[config.mk]
export PLATFORM = sky130hd
export DESIGN_NAME = shift_right_serial_32_flat
export DESIGN_NICKNAME = d
export VERILOG_FILES = /design/src/rtl/shift_right_serial_32_pkg.sv /design/src/rtl/shift_right_serial_32_if.sv /design/src/rtl/shift_right_serial_32_shift_step_right.sv /design/src/rtl/shift_right_serial_32.sv /design/src/flat_wrapper.sv
export SDC_FILE = /design/constraint.sdc
export NUM_CORES = 1
export LEC_CHECK = 0
export BUFFER_PORTS_ARGS = -buffer_cell sky130_fd_sc_hd__buf_2
export CAP_MARGIN = 15
export CORE_MARGIN = 10
export CORE_UTILIZATION = 46
export DETAILED_ROUTE_END_ITERATION = 8
export GPL_TIMING_DRIVEN = 0
export PLACE_DENSITY = 0.78
export SETUP_SLACK_MARGIN = 0.05
export SYNTH_ARGS = -nofsm -noshare
export SYNTH_HDL_FRONTEND = slang
export SYNTH_SLANG_ARGS = --single-unit
[constraint.sdc]
create_clock -name clk_i -period 2.3 [get_ports clk_i]
set_input_delay 0.115 -clock clk_i [delete_from_list [all_inputs] [get_ports clk_i]]
set_output_delay 0.115 -clock clk_i [all_outputs]
set_load 0.02 [all_outputs]
[src/rtl/shift_right_serial_32_pkg.sv]
// Shared definitions for the serial right shifter: sizes, FSM states and the
// shift-op encoding that the ALU control decoder also uses.
package shift_right_serial_32_pkg;

  localparam int WIDTH   = 32;
  localparam int SHAMT_W = 5;

  // Encoding of arith_i, shared with the ALU control decoder.
  localparam logic SHIFT_LOGICAL = 1'b0;
  localparam logic SHIFT_ARITH   = 1'b1;

  typedef enum logic [1:0] {
    IDLE  = 2'd0,
    SHIFT = 2'd1,
    DONE  = 2'd2
  } state_t;

endpackage

[src/rtl/shift_right_serial_32_if.sv]
// Request/result bus between the control unit (master) and the serial shifter (slave).
interface shift_right_serial_32_if #(
  parameter int WIDTH   = shift_right_serial_32_pkg::WIDTH,
  parameter int SHAMT_W = shift_right_serial_32_pkg::SHAMT_W
);

  // Handshake: a request (start_i with data_i/shamt_i/arith_i) is taken on a
  // rising edge only while ready_o=1; otherwise it is dropped, not queued.
  // done_o pulses for exactly one cycle and data_o holds the result from then
  // until the next accepted request.
  logic               start_i;
  logic [WIDTH-1:0]   data_i;
  logic [SHAMT_W-1:0] shamt_i;
  logic               arith_i;
  logic               ready_o;
  logic               done_o;
  logic [WIDTH-1:0]   data_o;

  modport master (
    output start_i, data_i, shamt_i, arith_i,
    input  ready_o, done_o, data_o
  );

  modport slave (
    input  start_i, data_i, shamt_i, arith_i,
    output ready_o, done_o, data_o
  );

endinterface

[src/rtl/shift_right_serial_32_shift_step_right.sv]
// Combinational single-step right shifter: shifts value right by k (0..STEP)
// bits, filling the vacated top bits with fill.
module shift_step_right #(
  parameter int WIDTH = 32,
  parameter int STEP  = 1,
  parameter int K_W   = $clog2(STEP + 1)
) (
  input  logic [WIDTH-1:0] value,
  input  logic [K_W-1:0]   k,
  input  logic             fill,
  output logic [WIDTH-1:0] shifted
);

  always_comb begin
    shifted = value;
    for (int i = 0; i < STEP; i++) begin
      if (K_W'(i) < k) begin
        shifted = {fill, shifted[WIDTH-1:1]};
      end
    end
  end

endmodule

[src/rtl/shift_right_serial_32.sv]
// Multi-cycle SRL/SRA unit: shifts right by up to STEP bits per clock until the
// requested amount is consumed, then pulses done_o for one cycle.
module shift_right_serial_32 #(
  parameter int WIDTH   = shift_right_serial_32_pkg::WIDTH,
  parameter int SHAMT_W = shift_right_serial_32_pkg::SHAMT_W,
  parameter int STEP    = 1  // 1 or 2
) (
  input  logic                              clk_i,
  input  logic                              rst_i,
  shift_right_serial_32_if.slave            bus,
  output shift_right_serial_32_pkg::state_t dbg_state_o
);

  import shift_right_serial_32_pkg::*;

  localparam int K_W = $clog2(STEP + 1);

  state_t             state_q, state_d;
  logic [WIDTH-1:0]   data_q,  data_d;
  logic [SHAMT_W-1:0] rem_q,   rem_d;
  logic               fill_q,  fill_d;

  logic [K_W-1:0]     step_k;
  logic [WIDTH-1:0]   step_out;

  // The last step of an odd amount with STEP=2 shifts by one bit only.
  assign step_k = (rem_q < SHAMT_W'(STEP)) ? rem_q[K_W-1:0] : K_W'(STEP);

  shift_step_right #(
    .WIDTH (WIDTH),
    .STEP  (STEP),
    .K_W   (K_W)
  ) u_step (
    .value   (data_q),
    .k       (step_k),
    .fill    (fill_q),
    .shifted (step_out)
  );

  always_ff @(posedge clk_i) begin
    if (rst_i) begin
      state_q <= IDLE;
      data_q  <= '0;
      rem_q   <= '0;
      fill_q  <= 1'b0;
    end else begin
      state_q <= state_d;
      data_q  <= data_d;
      rem_q   <= rem_d;
      fill_q  <= fill_d;
    end
  end

  always_comb begin
    state_d = state_q;
    data_d  = data_q;
    rem_d   = rem_q;
    fill_d  = fill_q;
    case (state_q)
      IDLE, DONE: begin
        if (bus.start_i) begin
          data_d  = bus.data_i;
          rem_d   = bus.shamt_i;
          // Sign is taken once here; the shifting register is never re-read for it.
          fill_d  = (bus.arith_i == SHIFT_ARITH) & bus.data_i[WIDTH-1];
          state_d = (bus.shamt_i == '0) ? DONE : SHIFT;
        end else if (state_q == DONE) begin
          state_d = IDLE;
        end
      end
      SHIFT: begin
        data_d = step_out;
        rem_d  = rem_q - SHAMT_W'(step_k);
        if (rem_d == '0) begin
          state_d = DONE;
        end
      end
      default: state_d = IDLE;
    endcase
  end

  assign bus.ready_o  = (state_q == IDLE) || (state_q == DONE);
  assign bus.done_o   = (state_q == DONE);
  assign bus.data_o   = data_q;
  assign dbg_state_o  = state_q;

endmodule
[src/flat_wrapper.sv]
// flat-port wrapper written by rule: the top's interface ports become plain ports
module shift_right_serial_32_flat import shift_right_serial_32_pkg::*;
#(
  parameter int WIDTH   = shift_right_serial_32_pkg::WIDTH,
  parameter int SHAMT_W = shift_right_serial_32_pkg::SHAMT_W,
  parameter int STEP    = 1           
)
  (clk_i, rst_i, dbg_state_o, bus_start_i, bus_data_i, bus_shamt_i, bus_arith_i, bus_ready_o, bus_done_o, bus_data_o);
  shift_right_serial_32_if #(.WIDTH(WIDTH), .SHAMT_W(SHAMT_W)) bus_i ();
  input  logic clk_i;
  input  logic rst_i;
  output shift_right_serial_32_pkg::state_t dbg_state_o;
  input wire logic [$bits(bus_i.start_i)-1:0] bus_start_i;
  input wire logic [$bits(bus_i.data_i)-1:0] bus_data_i;
  input wire logic [$bits(bus_i.shamt_i)-1:0] bus_shamt_i;
  input wire logic [$bits(bus_i.arith_i)-1:0] bus_arith_i;
  output wire logic [$bits(bus_i.ready_o)-1:0] bus_ready_o;
  output wire logic [$bits(bus_i.done_o)-1:0] bus_done_o;
  output wire logic [$bits(bus_i.data_o)-1:0] bus_data_o;
  assign bus_i.start_i = bus_start_i;
  assign bus_i.data_i = bus_data_i;
  assign bus_i.shamt_i = bus_shamt_i;
  assign bus_i.arith_i = bus_arith_i;
  assign bus_ready_o = bus_i.ready_o;
  assign bus_done_o = bus_i.done_o;
  assign bus_data_o = bus_i.data_o;
  shift_right_serial_32 #(.WIDTH(WIDTH), .SHAMT_W(SHAMT_W), .STEP(STEP)) u_core (.clk_i(clk_i), .rst_i(rst_i), .bus(bus_i), .dbg_state_o(dbg_state_o));
endmodule
Yosys cells after proc, flatten, opt, wreduce, memory -nomap -nowiden
Index checks and enable logic that the tools add are counted.
{"block": "op_classes", "n_bitwise": 1, "n_mux": 11, "reduce_logical": 10, "n_eq_ne": 6, "n_addsub": 1, "n_lt_le_gt_ge": 2}
{"op": "$mux W32", "n": 2}
{"op": "$pmux W32 S2", "n": 1}
{"op": "$logic_not A5 Y1", "n": 2}
{"op": "$pmux W5 S2", "n": 1}
{"op": "$mux W2", "n": 4}
{"op": "$reduce_and A2 Y1", "n": 3}
{"op": "$lt A5 B1 Y1 const B", "n": 1}
{"op": "$mux W5", "n": 1}
{"op": "$sub A5 B1 Y5", "n": 1}
{"op": "$ne A2 B2 Y1 const B", "n": 2}
{"op": "$pmux W2 S2", "n": 1}
{"op": "$ne A3 B3 Y1 const B", "n": 1}
{"op": "$reduce_and A3 Y1", "n": 1}
{"op": "$eq A2 B1 Y1 const B", "n": 1}
{"op": "$eq A2 B2 Y1 const B", "n": 1}
{"op": "$logic_not A2 Y1", "n": 1}
{"op": "$ne A2 B1 Y1 const B", "n": 1}
{"op": "$reduce_bool A2 Y1", "n": 1}
{"op": "$reduce_or A2 Y1", "n": 1}
{"op": "$and A1 B1 Y1", "n": 1}
{"op": "$logic_or A1 B1 Y1", "n": 1}
{"op": "$lt A1 B1 Y1 const A", "n": 1}
{"op": "$mux W1", "n": 1}
{"block": "totals", "output_inout_bits": 36, "regBits": 40, "word_cells": 35, "inputBits": 41}

Logic depth before layout (Yosys ltp)
{"block": "depth", "word_depth": 6, "depth_mapped": 7, "depth_no_buf": 7}

Modules after synthesis
From an unflattened synthesis, not the netlist that was laid out.
{"block": "unflattened", "cells_unflattened": 270, "hier_area_um2": 2593.7}
{"module": "shift_right_serial_32", "area_each_um2": 2049.5, "seq_area_each_um2": 800.8, "n_inst": 1, "cells_per_inst": 234}
{"module": "shift_step_right", "area_each_um2": 544.3, "seq_area_each_um2": 0.0, "n_inst": 1, "cells_per_inst": 36}

Least setup slack after synthesis
No wires, ideal clock.
{"block": "synth_path", "kind": "register to register", "startpoint": "register u_core.rem_q[3]", "endpoint": "register u_core.rem_q[4]", "stages_incl_launch_ff": 7, "arrival_ns": 1.623, "n_path_buf": 0, "setup_time_ns": 0.132, "t_required_ns": 2.168, "slack_ns": 0.545, "period_less_slack_ns": 1.755, "path_cell_list": "dfxtp_1 > nor4_1 > nor2_1 > ha_1 > or3b_2 > a32oi_1 > a21oi_1"}
{"block": "synth_between", "elab_chain_len": 4}
{"item": "from (decl)", "line_no": "shift_right_serial_32.sv:20", "source": "logic [SHAMT_W-1:0] rem_q, rem_d;"}
{"item": "from (signal assigned)", "line_no": "shift_right_serial_32.sv:49", "source": "rem_q <= rem_d;"}
{"item": "$lt A5 B1 Y1", "line_no": "shift_right_serial_32.sv:27", "source": "assign step_k = (rem_q < SHAMT_W'(STEP)) ? rem_q[K_W-1:0] : K_W'(STEP);"}
{"item": "$mux W1", "line_no": "shift_right_serial_32.sv:27"}
{"item": "$sub A5 B1 Y5 *", "line_no": "shift_right_serial_32.sv:73", "source": "rem_d = rem_q - SHAMT_W'(step_k);"}
{"item": "$pmux W5 S2 *", "line_no": "shift_right_serial_32.sv:59", "source": "case (state_q)"}
Every way passes the cells marked *; elsewhere a longest branch is shown, timed or not.
A chain may end at the register's enable or synchronous reset.

Worst setup path after layout
Same ends and word-level chain as after synthesis.

==> impl_results.md <==
- Final instance area: 2280 um^2
- # resized after CTS: 0
- Critical path startpoint category: register
- Initial antenna violation count: 0
- Total global routing overflow: 0
- Largest buffer count on any clock path: 2
- Detailed router's first-iteration violation count: 74
- Total track usage: 14.2%
- Final setup vio count: 0
- Num CTS Buffers: 5
- Clock root cell: clkbuf_8
- Sink Count: 40
- Row count: 22
- Total number of vias: 1608
- Post-synthesis mux area share: 0%
- Critical Path Slowest Stage Cell: dfxtp_1
- Library cells used by synthesis: 33
- Total die area: 6600 um^2
- Avg Inst Size Synth: 10.3 um^2
- Post-synthesis adder-cell area fraction: 1.45%
- CP Class: reg -> reg
- DR pass1 iterations: 4
- Largest net degree at the start of global routing: 15
- Setup Skew: 0.00638 ns
- Global-route wire length before repair: 7520 um
- I/O pin total: 77
- Dpl hpwl: 3730 um
- Yosys warns: 0
- Synth Register Bits: 40
- Drt wl/cell: 15.7 um
- Sequential fraction of the synthesis area: 46.4%
- Required @ worst endpoint: 2.46 ns
- RD Place Congestion: 0.861
- Xor/xnor share of the synthesized area: 0.508%
- CTS H-tree lvls: 2
- Nets: 293
- Synth Area in Compound Gates: 25.4%
- Worst-margin pin slew: 0.436 ns
- Core Region: 3630 um^2
- Leak: 0.00108 uW
- Synthesized Nets: 210
- Number of I/O port buffers: 76
- Hold Path Stages: 3
- Flop2flop setup slack: 0.36 ns
- Placed cell area: 2170 um^2
- Area growth syn-to-layout: 32.3%
- Post-Synth Simple-Gate Area: 20.8%
- Setup crit end kind: register
- Hold-fix buffers, CTS: 0
- Largest family of logic cells by synthesized area: compound AO/OA/AOI/OAI gates
- Synth Instances: 167
- Hold path endpoint: u_core.rem_q[1]$_SDFFE_PP0P_
- Critical Path, Cell by Cell: nor4_1, nor2_1, ha_1, or3b_2, a32oi_1, a21oi_1
- Tcrit/Tclk final: 84.4%
- Inserted Diodes: 0
- # DRC: 0
- Status: complete, no violations
- Post-Syn Area: 1730 um^2
- Max-cap viol count: 0
- FF-to-FF path depth: 6
- CP top delay family: simple AND/OR/NAND/NOR gates
- Vias in the first global route: 1590
- Die H: 81.2 um
- Hold Vio Cnt, Final: 0
- Number of routed nets with antenna violations: 0
- Hold wc startpoint: bus_shamt_i[1]
- Hold crit path type: in -> reg
- Setup WS post-layout: 0.360 ns
- Die Wd: 81.2 um
- Clk slew on worst S/H paths: 0.08 ns
- Critical path arrival: 2.10 ns
- Reg-to-Reg End: u_core.rem_q[4]$_SDFFE_PP0P_
- WP buf/inv: 0
- Layout cells sized above 1: 38.6%
- Initial cell density of the core: 47.5%
- Achievable Freq: 0.515 GHz
- Total Negative Setup Slacks: 0 ns
- Max Fanout on Critical Path: 7
- Worst-case vdd ir drop: 0.634 mV
- Final Max Slew Viols: 0
- Routed wire length: 4700 um
- Clk_lat worst skew: 0.29 ns
- Fin crit period: 1.94 ns
- Via/cell ratio: 5.38
- CP max stage delay: 0.48 ns
- PwrDens: 908 nW/um^2
- Pre-CTS setup slack: 0.383 ns
- CTS tree: done
- Relative max-transition margin: 70.9%
- RSZ-0062 raised after global routing: no
- Postcts setup bufs: 0
- Worst R2R Start: u_core.rem_q[3]$_SDFFE_PP0P_
- WHS: 0.0871 ns
==> synth_stat cells <==
| cell type | n | area, um^2 |
|---|---|---|
| o21ai_0 | 1 | 5.00 |
| or3_4 | 1 | 11.3 |
| nand2_1 | 2 | 7.51 |
| ha_1 | 2 | 25.0 |
| buf_4 | 3 | 22.5 |
| a22o_1 | 1 | 8.76 |
| a221o_1 | 30 | 300 |
| or3b_2 | 1 | 8.76 |
| nor4_1 | 2 | 12.5 |
| buf_6 | 3 | 33.8 |
| nor2b_1 | 2 | 12.5 |
| o32ai_1 | 1 | 8.76 |
| nand3_1 | 1 | 5.00 |
| nor3_4 | 1 | 16.3 |
| a21oi_1 | 7 | 35.0 |
| a221oi_1 | 1 | 8.76 |
| inv_1 | 5 | 18.8 |
| xor2_1 | 1 | 8.76 |
| a221o_2 | 2 | 22.5 |
| or4_1 | 1 | 7.51 |
| o21a_2 | 1 | 8.76 |
| and2b_1 | 1 | 7.51 |
| a22oi_1 | 1 | 7.51 |
| and3_1 | 1 | 6.26 |
| o22ai_1 | 1 | 6.26 |
| and2_1 | 32 | 200 |
| nor3_1 | 1 | 5.00 |
| clkbuf_1 | 5 | 18.8 |
| dfxtp_1 | 40 | 801 |
| a32oi_1 | 3 | 26.3 |
| nand2b_1 | 3 | 18.8 |
| nor2_2 | 1 | 6.26 |
| nor2_1 | 9 | 33.8 |
==> routing by layer <==
metal / vias to the layer above / global-route usage (%) / share of wire (%)
met1: 765 / 15.6 / 39
met5: - / 0 / 0
met2: 41 / 25.0 / 52
li1: 797 / - / -
met4: 0 / 5.19 / 0.96
met3: 5 / 4.53 / 7.9
==> where the power goes <==
part | internal, uW | switching (uW) | leakage [uW]
Combinational | 266 | 349 | 0.000697
Clock | 327 | 255 | 0.0000583
Sequential | 789 | 86.9 | 0.000329
==> tightest hold or removal path, stage by stage <==
cell,delay [ns]
buf_2,0.09
a221oi_1,0.07
nor2_1,0.07
==> sequential cells by signal, summed over array words and instances (netlist names) <==
| name | flops |
|---|---|
| u_core.bus.data_o | 32 |
| u_core.rem_q | 5 |
| u_core.dbg_state_o | 2 |
| u_core.fill_q | 1 |
==> per-stage QoR <==
step           util (%)  total power (uW)  instances
2_1_floorplan         -              1310        167
3_3_place_gp       59.6              1500        291
3_5_place_dp       59.6              1510        291
4_1_cts            62.8              2090        299
5_1_grt            62.8              2190        299
6_report           62.8              2070        299
==> layout make-up <==
type	count	area, um^2
repair buffers	76	380
flip-flops and latches	40	801
fillers	348	1350
inverters	5	18.8
clock buffers	5	68.8
plain buffers	11	75.1
clock inverters	3	47.5
well taps	48	60.1
multi-input cells	111	831
==> how the worst max path moves through the flow <==
stage / from / to / cells after the start
detailed placement: u_core.rem_q[3]$_SDFFE_PP0P_ / u_core.rem_q[4]$_SDFFE_PP0P_ / 6
global placement: u_core.rem_q[3]$_SDFFE_PP0P_ / u_core.rem_q[4]$_SDFFE_PP0P_ / 6
floorplan: u_core.rem_q[3]$_SDFFE_PP0P_ / u_core.rem_q[4]$_SDFFE_PP0P_ / 6
global route: u_core.rem_q[3]$_SDFFE_PP0P_ / u_core.rem_q[4]$_SDFFE_PP0P_ / 6
CTS: u_core.rem_q[3]$_SDFFE_PP0P_ / u_core.rem_q[4]$_SDFFE_PP0P_ / 6
finish: u_core.rem_q[3]$_SDFFE_PP0P_ / u_core.rem_q[4]$_SDFFE_PP0P_ / 6
==> placed cells by master, fill, tap and decap left out, types with 2 or more instances in the layout <==
cell and instances:
nor4_1 2, dfxtp_1 40, buf_2 76, buf_4 3
clkbuf_1 5, a221o_1 30, nor2b_1 2, a32oi_1 3
a221o_2 2, clkbuf_8 5, a21oi_1 7, ha_1 2
nor2_1 9, nand2_1 2, nand2b_1 3, buf_6 3
and2_1 32, inv_1 5, clkinv_4 2
==> kinds of logic after synthesis <==
logic type      Yosys count
flops                    40
buf+inv                  16
fa+ha+maj                 2
xor+xnor                  1
simple gates             59
compound gates           49
(Power assumes the default switching activity.)
